===== src/rtl/capture_ctrl_if.sv =====
// rtl/capture_ctrl_if.sv - single-port sample BRAM bus between capture controller and memory
interface capture_ctrl_if #(
  parameter int ADDR_W = 11,
  parameter int DATA_W = 8
);
  logic              en;
  logic              we;
  logic [ADDR_W-1:0] addr;
  logic [DATA_W-1:0] din;
  logic [DATA_W-1:0] dout;

  modport master (output en, output we, output addr, output din, input dout);
  modport slave  (input en, input we, input addr, input din, output dout);
endinterface


===== src/rtl/capture_ctrl.sv =====
// rtl/capture_ctrl.sv - logic-analyzer capture controller driving a circular sample BRAM
module capture_ctrl #(
  parameter int ADDR_W = 11,
  parameter int DATA_W = 8
) (
  input  logic              clk,
  input  logic              rst_n,
  input  logic              arm,
  input  logic              sample_en,
  input  logic [DATA_W-1:0] probe,
  input  logic [DATA_W-1:0] trig_value,
  input  logic [DATA_W-1:0] trig_mask,
  input  logic [ADDR_W-1:0] post_count,
  input  logic              rd_req,
  input  logic [ADDR_W-1:0] rd_offset,
  output logic [DATA_W-1:0] rd_data,
  output logic              rd_valid,
  output logic [1:0]        state,
  output logic              wrapped,
  output logic [ADDR_W-1:0] trig_pos,
  capture_ctrl_if.master    bram
);

  typedef enum logic [1:0] {
    S_IDLE  = 2'b00,
    S_ARMED = 2'b01,
    S_POST  = 2'b10,
    S_DONE  = 2'b11
  } state_e;

  localparam logic [ADDR_W-1:0] ONE = ADDR_W'(1);

  state_e            state_q, state_d;
  logic [ADDR_W-1:0] wr_ptr, wr_ptr_d;
  logic              wrapped_q, wrapped_d;
  logic [ADDR_W-1:0] remain, remain_d;
  logic [ADDR_W-1:0] trig_addr, trig_addr_d;
  logic [ADDR_W-1:0] trig_pos_q;
  logic [ADDR_W-1:0] start, start_d;
  logic              rd_valid_q;
  logic [DATA_W-1:0] rd_hold;
  logic              hit, wr_fire, rd_fire, done_entry;

  // Arm wins over any write or read issued in the same cycle.
  assign hit     = sample_en && (((probe ^ trig_value) & trig_mask) == '0);
  assign wr_fire = (state_q == S_ARMED || state_q == S_POST) && sample_en && !arm;
  assign rd_fire = (state_q == S_DONE) && rd_req && !arm;
  assign start   = wrapped_q ? wr_ptr : '0;

  // BRAM port: capture writes take the pointer, readback is offset from the oldest sample.
  always_comb begin
    bram.en   = wr_fire || rd_fire;
    bram.we   = wr_fire;
    bram.addr = '0;
    bram.din  = '0;
    if (wr_fire) begin
      bram.addr = wr_ptr;
      bram.din  = probe;
    end else if (rd_fire) begin
      bram.addr = start + rd_offset;
    end
  end

  // Next-state and pointer/counter updates.
  always_comb begin
    state_d     = state_q;
    wr_ptr_d    = wr_ptr;
    wrapped_d   = wrapped_q;
    remain_d    = remain;
    trig_addr_d = trig_addr;
    if (arm) begin
      state_d   = S_ARMED;
      wr_ptr_d  = '0;
      wrapped_d = 1'b0;
      remain_d  = post_count;
    end else if (wr_fire) begin
      wr_ptr_d = wr_ptr + ONE;
      if (wr_ptr == '1) wrapped_d = 1'b1;
      if (state_q == S_ARMED) begin
        if (hit) begin
          trig_addr_d = wr_ptr;
          state_d     = (remain == '0) ? S_DONE : S_POST;
        end
      end else begin
        remain_d = remain - ONE;
        if (remain == ONE) state_d = S_DONE;
      end
    end
  end

  // Window start as it will stand once DONE is entered (pointer frozen from then on).
  assign start_d    = wrapped_d ? wr_ptr_d : '0;
  assign done_entry = (state_d == S_DONE) && (state_q != S_DONE);

  // State register.
  always_ff @(posedge clk or negedge rst_n) begin
    if (!rst_n) state_q <= S_IDLE;
    else        state_q <= state_d;
  end

  // Capture datapath registers; trig_pos is resolved once on DONE entry.
  always_ff @(posedge clk or negedge rst_n) begin
    if (!rst_n) begin
      wr_ptr     <= '0;
      wrapped_q  <= 1'b0;
      remain     <= '0;
      trig_addr  <= '0;
      trig_pos_q <= '0;
    end else begin
      wr_ptr    <= wr_ptr_d;
      wrapped_q <= wrapped_d;
      remain    <= remain_d;
      trig_addr <= trig_addr_d;
      if (done_entry) trig_pos_q <= trig_addr_d - start_d;
    end
  end

  // Readback: valid tracks the BRAM's one-cycle read latency; last result is held.
  always_ff @(posedge clk or negedge rst_n) begin
    if (!rst_n) begin
      rd_valid_q <= 1'b0;
      rd_hold    <= '0;
    end else begin
      rd_valid_q <= rd_fire;
      if (rd_valid_q) rd_hold <= bram.dout;
    end
  end

  assign rd_valid = rd_valid_q;
  assign rd_data  = rd_valid_q ? bram.dout : rd_hold;
  assign state    = state_q;
  assign wrapped  = wrapped_q;
  assign trig_pos = trig_pos_q;

endmodule


===== src/flat_wrapper.sv =====
// flat-port wrapper written by rule: the top's interface ports become plain ports
module capture_ctrl_flat 
#(
  parameter int ADDR_W = 11,
  parameter int DATA_W = 8
)
  (clk, rst_n, arm, sample_en, probe, trig_value, trig_mask, post_count, rd_req, rd_offset, rd_data, rd_valid, state, wrapped, trig_pos, bram_en, bram_we, bram_addr, bram_din, bram_dout);
  capture_ctrl_if #(.ADDR_W(ADDR_W), .DATA_W(DATA_W)) bram_i ();
  input  logic clk;
  input  logic rst_n;
  input  logic arm;
  input  logic sample_en;
  input  logic [DATA_W-1:0] probe;
  input  logic [DATA_W-1:0] trig_value;
  input  logic [DATA_W-1:0] trig_mask;
  input  logic [ADDR_W-1:0] post_count;
  input  logic rd_req;
  input  logic [ADDR_W-1:0] rd_offset;
  output logic [DATA_W-1:0] rd_data;
  output logic rd_valid;
  output logic [1:0] state;
  output logic wrapped;
  output logic [ADDR_W-1:0] trig_pos;
  output wire logic [$bits(bram_i.en)-1:0] bram_en;
  output wire logic [$bits(bram_i.we)-1:0] bram_we;
  output wire logic [$bits(bram_i.addr)-1:0] bram_addr;
  output wire logic [$bits(bram_i.din)-1:0] bram_din;
  input wire logic [$bits(bram_i.dout)-1:0] bram_dout;
  assign bram_en = bram_i.en;
  assign bram_we = bram_i.we;
  assign bram_addr = bram_i.addr;
  assign bram_din = bram_i.din;
  assign bram_i.dout = bram_dout;
  capture_ctrl #(.ADDR_W(ADDR_W), .DATA_W(DATA_W)) u_core (.clk(clk), .rst_n(rst_n), .arm(arm), .sample_en(sample_en), .probe(probe), .trig_value(trig_value), .trig_mask(trig_mask), .post_count(post_count), .rd_req(rd_req), .rd_offset(rd_offset), .rd_data(rd_data), .rd_valid(rd_valid), .state(state), .wrapped(wrapped), .trig_pos(trig_pos), .bram(bram_i));
endmodule

===== config.mk =====
export PLATFORM = sky130hd
export DESIGN_NAME = capture_ctrl_flat
export DESIGN_NICKNAME = d
export VERILOG_FILES = /design/src/rtl/capture_ctrl_if.sv /design/src/rtl/capture_ctrl.sv /design/src/flat_wrapper.sv
export SDC_FILE = /design/constraint.sdc
export NUM_CORES = 1
export LEC_CHECK = 0
export ABC_CLOCK_PERIOD_IN_PS = 4950
export CAP_MARGIN = 20
export CORE_AREA = 2 2 99 101
export DETAILED_ROUTE_END_ITERATION = 10
export DIE_AREA = 0 0 101 103
export PLACE_DENSITY = 0.75
export SYNTH_ARGS = -nofsm -noshare
export SYNTH_HDL_FRONTEND = slang
export SYNTH_SLANG_ARGS = --single-unit

===== constraint.sdc =====
create_clock -name clk -period 4.95 [get_ports clk]
set_clock_uncertainty 0.15 [all_clocks]
set_input_delay 0.495 -clock clk [delete_from_list [all_inputs] [get_ports clk]]
set_output_delay 0.495 -clock clk [all_outputs]
set_load 0.05 [all_outputs]

; ---- Word-level counts from Yosys, hierarchy flattened
; Cells that the tools add are included.
[op_classes]
mux = 24
n_addsub = 4
reduce_logical = 13
bitwise_logic = 2
eq_ne = 8
[ops]
columns = cell, n
row1 = $mux W11, 13
row2 = $mux W8, 2
row3 = $add A11 B1 Y11 const B, 1
row4 = $add A11 B11 Y11, 1
row5 = $eq A11 B1 Y1 const B, 1
row6 = $eq A11 B11 Y1 const B, 1
row7 = $logic_not A11 Y1, 1
row8 = $sub A11 B1 Y11 const B, 1
row9 = $sub A11 B11 Y11, 1
row10 = $mux W2, 5
row11 = $and A8 B8 Y8, 1
row12 = $logic_not A8 Y1, 1
row13 = $xor A8 B8 Y8, 1
row14 = $eq A2 B2 Y1 const B, 3
row15 = $logic_and A1 B1 Y1, 6
row16 = $mux W1, 4
row17 = $ne A2 B2 Y1 const B, 2
row18 = $eq A2 B1 Y1 const B, 1
row19 = $logic_or A1 B1 Y1, 2
row20 = $reduce_and A2 Y1, 1
row21 = $reduce_bool A2 Y1, 1
row22 = $logic_not A1 Y1, 1
[totals]
ff_bits = 56
input_bits = 59
out_inout_bits = 44
elab_cells = 59

; ---- Longest topological paths before layout
[depth]
ltp_word = 10
depth_mapped = 20
depth_no_buf = 19

; ---- Worst setup path before layout
; OpenSTA, ideal clock, no wires.
[synth_timing]
path_kind = flip-flop to output port
start = register u_core.wrapped_q (netlist: u_core.wrapped)
end = output bram_addr[10]
arrival_time_ns = 3.724
slack_ns = 0.581
n_path_buf = 1
required_ns = 4.305
path_stages_with_launch = 13
cell_sequence = dfrtp_1 -> clkbuf_1 -> and2_1 -> ha_1 -> fa_1 -> a21o_1 -> a21oi_1 -> o21bai_1 -> a2111oi_0 -> o31ai_1 -> xnor2_1 -> a31oi_1 -> o22ai_1
[synth_between]
elab_chain_cells = 4
[synth_lines]
columns = item, line
row1 = from (decl), capture_ctrl.sv:35  ; logic wrapped_q, wrapped_d;
row2 = from (signal assigned), capture_ctrl.sv:111  ; wrapped_q <= wrapped_d;
row3 = $mux W11, capture_ctrl.sv:48  ; assign start = wrapped_q ? wr_ptr : '0;
row4 = $add A11 B11 Y11, capture_ctrl.sv:60  ; bram.addr = start + rd_offset;
row5 = $mux W11, capture_ctrl.sv:59  ; end else if (rd_fire) begin
row6 = $mux W11, capture_ctrl.sv:56  ; if (wr_fire) begin
row7 = to (decl), flat_wrapper.sv:26  ; output wire logic [$bits(bram_i.addr)-1:0] bram_addr;
; Every way passes these cells.

; ---- Final worst setup path
[layout_timing]
start = register u_core.wr_ptr[0]
end = output bram_addr[8]
[layout_between]
elab_chain_cells = 4
[layout_lines]
columns = item, line
row1 = from (decl), capture_ctrl.sv:34  ; logic [ADDR_W-1:0] wr_ptr, wr_ptr_d;
row2 = from (signal assigned), capture_ctrl.sv:110  ; wr_ptr <= wr_ptr_d;
row3 = $mux W11, capture_ctrl.sv:48
row4 = $add A11 B11 Y11, capture_ctrl.sv:60
row5 = $mux W11, capture_ctrl.sv:59
row6 = $mux W11, capture_ctrl.sv:56
; Every way passes these cells.

==> metrics.md <==
| Metric | Value |
|---|---|
| DRC viols | 0 |
| Outcome | completed |
| Detail Route Antenna Nets | 0 |
| Setup TNS | 0 ps |
| Pwr/cell area | around 220 mW/mm^2 |
| Worst EP arrival | about 4000 ps |
| Number of synthesis warnings | 0 |
| Startpoint Class | flop |
| Tmin final | about 4600 ps |
| Top-count cell post-synth | dfrtp_1 |
| N_diodes | 0 |
| Synthesis-stage register bit count | 56 |
| Final Non-Filler Cells | a little over 600 |
| Num CTS Buffers | 5 |
| Post-synthesis average cell area | roughly 9.8 sq um |
| Syn-to-layout area delta | 32.4% |
| Final setup vio count | 0 |
| Layout cells sized above 1 | a little over a tenth |
| Synth area leaders | dfrtp_1 37%, ha_1 8.5%, xor2_1 5.0% |
| CTS tree | done |
| Area leader, netlist | dfrtp_1 |
| Synth cell types | 52 |
| CP max FO | 6 |
| Register area share after synthesis | 36.6% |
| Die height | 103 um |
| Number of global-route vias before repair | ~3200 |
| Met3 WL post-DR | approximately 420 um |
| Setup Fix Bufs, Post-CTS | 0 |
| Reg2Reg Capture Point | u_core.trig_pos[9]$_DFFE_PN0P_ |
| Skew-Pair Late Insertion Delay | a little over 300 ps |
| DR iter-0 viols | 160 |
| Slew @ Worst Pin | 862 ps |
| Post-cts sizing count | 0 |
| Number of hold buffers added after CTS | 0 |
| Post-synth EDFFs | 0 |
| R2R depth | 18 |
| Port Buf Inserts | 102 |
| Drt pass-1 iters | 4 |
| Flop-to-flop setup slack | roughly 690 ps |
| Reg2Reg Launch Point | u_core.state[1]$_DFF_PN0_ |
| Hold WC Path Type | input pin to async pin |
| Routed WL | between 9000 and 10000 um |
| Synth Flop Type | dfrtp_1 |
| Starting Density | roughly 40% |
| FMAX | roughly 220 MHz |
| Synth top cells by count | 56 x dfrtp_1, 38 x nand2_1, 26 x ha_1 |
| Critical path class | flop to output port |
| Fin. max-slew vios | 0 |
| Num ports | around 100 |
| Hold Worst Slack | around 160 ps |
| Initial antenna violation count | 0 |
| Relative slew slack | 42.4% |
| Detail-routed via count per cell | between 5 and 6 |
| Avg WL per Cell | between 15 and 20 um |
| Wire length on met1 | 4400 um |
| Pin count of the biggest net entering global routing | between 50 and 60 |
| Ys async rst share | 100% |
| Core Area | around 0.0095 sq mm |
| Hpwl dp | a little over 7000 um |
| Clock root buffer | clkbuf_8 |
| First-pass GRT wire length | roughly 15000 um |
| Post-synth top area share | between 30 and 40% |
| Core Rows | 36 |
| Uppermost layer routed | met4 |
| End-of-flow core utilization | 53.6% |
| Overall routing resource usage | approximately 18% |
| DR vias | about 3200 |
| Max H-tree Level | 2 |
| Final period util | between 90% and 100% |
| Max Root-Sink Buffers | 2 |
| # clock sinks | 56 |
| Hold Fails Final Rpt | 0 |
| Wire length on met2 | 4510 um |
| Cell count after placement | ~600 |
| Final Wtd Congestion | around 0.85 |
| Critical Path RT | approximately 4300 ps |
| Maxcap violations | 0 |
| Leak Pwr | 2.26 nW |
| Max VDD drop | about 180 uV |
| Net count reported at finish | between 500 and 600 |
| Post-Synthesis Cells | a little under 400 |
| Die W | slightly above 100 um |
| Unrepaired setup endpoints after global routing | no |
| GRT overflow | 0 |
| Nature of the critical path endpoint | output port |
| Die area | 0.0104 sq mm |
| Post-Syn Nets | between 400 and 500 |
| Mapped Area | 0.00383 sq mm |
| Reg clk slew, reported paths | around 100 ps |
==> sequential cells by signal (all words and copies together) (netlist names) <==
signal and flops:
u_core.rd_hold 8, u_core.trig_pos 11, u_core.wrapped 1, u_core.rd_valid 1, u_core.remain 11, u_core.state 2
u_core.wr_ptr 11, u_core.trig_addr 11
==> worst max-delay path by stage <==
stage	slack (ps)	end	start
after global placement	480	bram_addr[8]	rd_offset[0]
after floorplan	580	bram_addr[10]	u_core.wrapped$_DFF_PN0_
after global routing	100	bram_addr[8]	u_core.wr_ptr[0]$_DFF_PN0_
after detailed placement	370	bram_addr[8]	rd_offset[0]
final	310	bram_addr[8]	u_core.wr_ptr[0]$_DFF_PN0_
after CTS	280	bram_addr[8]	u_core.wr_ptr[0]$_DFF_PN0_
==> placed cells by master (no fill, tap or decap), types with 10 or more instances in the layout <==
cell and n:
mux2_2 17, ha_1 26, xor2_1 22, inv_1 15, dfrtp_1 56, nor2_1 25, xnor2_1 20, a22o_1 10
o21ai_0 15, and2_1 19, clkdlybuf4s50_1 100, a21oi_1 19, nand2_1 38
==> logic make-up (layout without fill, tap and decap cells) <==
group                      count (synthesis)  in the layout  share of synthesized area (%)
buffers and inverters                     28            133                           3.20
AOI/OAI and AO/OA                         78             78                           13.8
DFF                                       56             56                           36.6
xor gates and xnor gates                  42             42                           9.61
muxes                                     30             30                           9.45
and+or+nand+nor                          129            129                           17.7
adders and majority gates                 28             28                           9.55
==> cell type report <==
type	instances	area (sq um)
Sequential cell	56	1400
Clock buffer	7	86.3
Multi-Input combinational cell	307	2300
Fill cell	823	4390
Timing Repair Buffer	109	1070
Tap cell	114	143
Clock inverter	1	7.51
Inverter	16	60.1
==> power breakdown <==
group,total (mW),switching [mW],internal (mW)
sequential,0.515,0.0222,0.492
combinational,0.346,0.201,0.145
clock,0.261,0.147,0.114
==> layer usage <==
metal,vias up,track usage (%)
li1,1582,-
met1,1556,23.6
met2,82,30.6
met3,16,2.44
met4,0,5.72
met5,-,0
==> per-stage QoR <==
step / setup slack, ps / power, mW / instance area [sq um]
final: 314 / 1.12 / 5070
after global routing: 103 / 1.18 / 5070
after CTS: 275 / 1.14 / 5070
after detailed placement: 367 / 0.870 / 4970
after global placement: 483 / 0.863 / 4970
after floorplan: 581 / 0.727 / 3830
==> worst max-delay path: stages (launching register included) <==
cell and delay [ps]:
dfrtp_1 380, buf_4 160, and2_1 140, ha_1 200, fa_1 400, a21o_1 180
a21oi_1 230, o21bai_1 110, a2111oi_0 620, nor2_1 110, xor2_1 180, a22o_1 160
clkdlybuf4s50_1 800
Note: power is estimated with default switching activity, not from simulation.
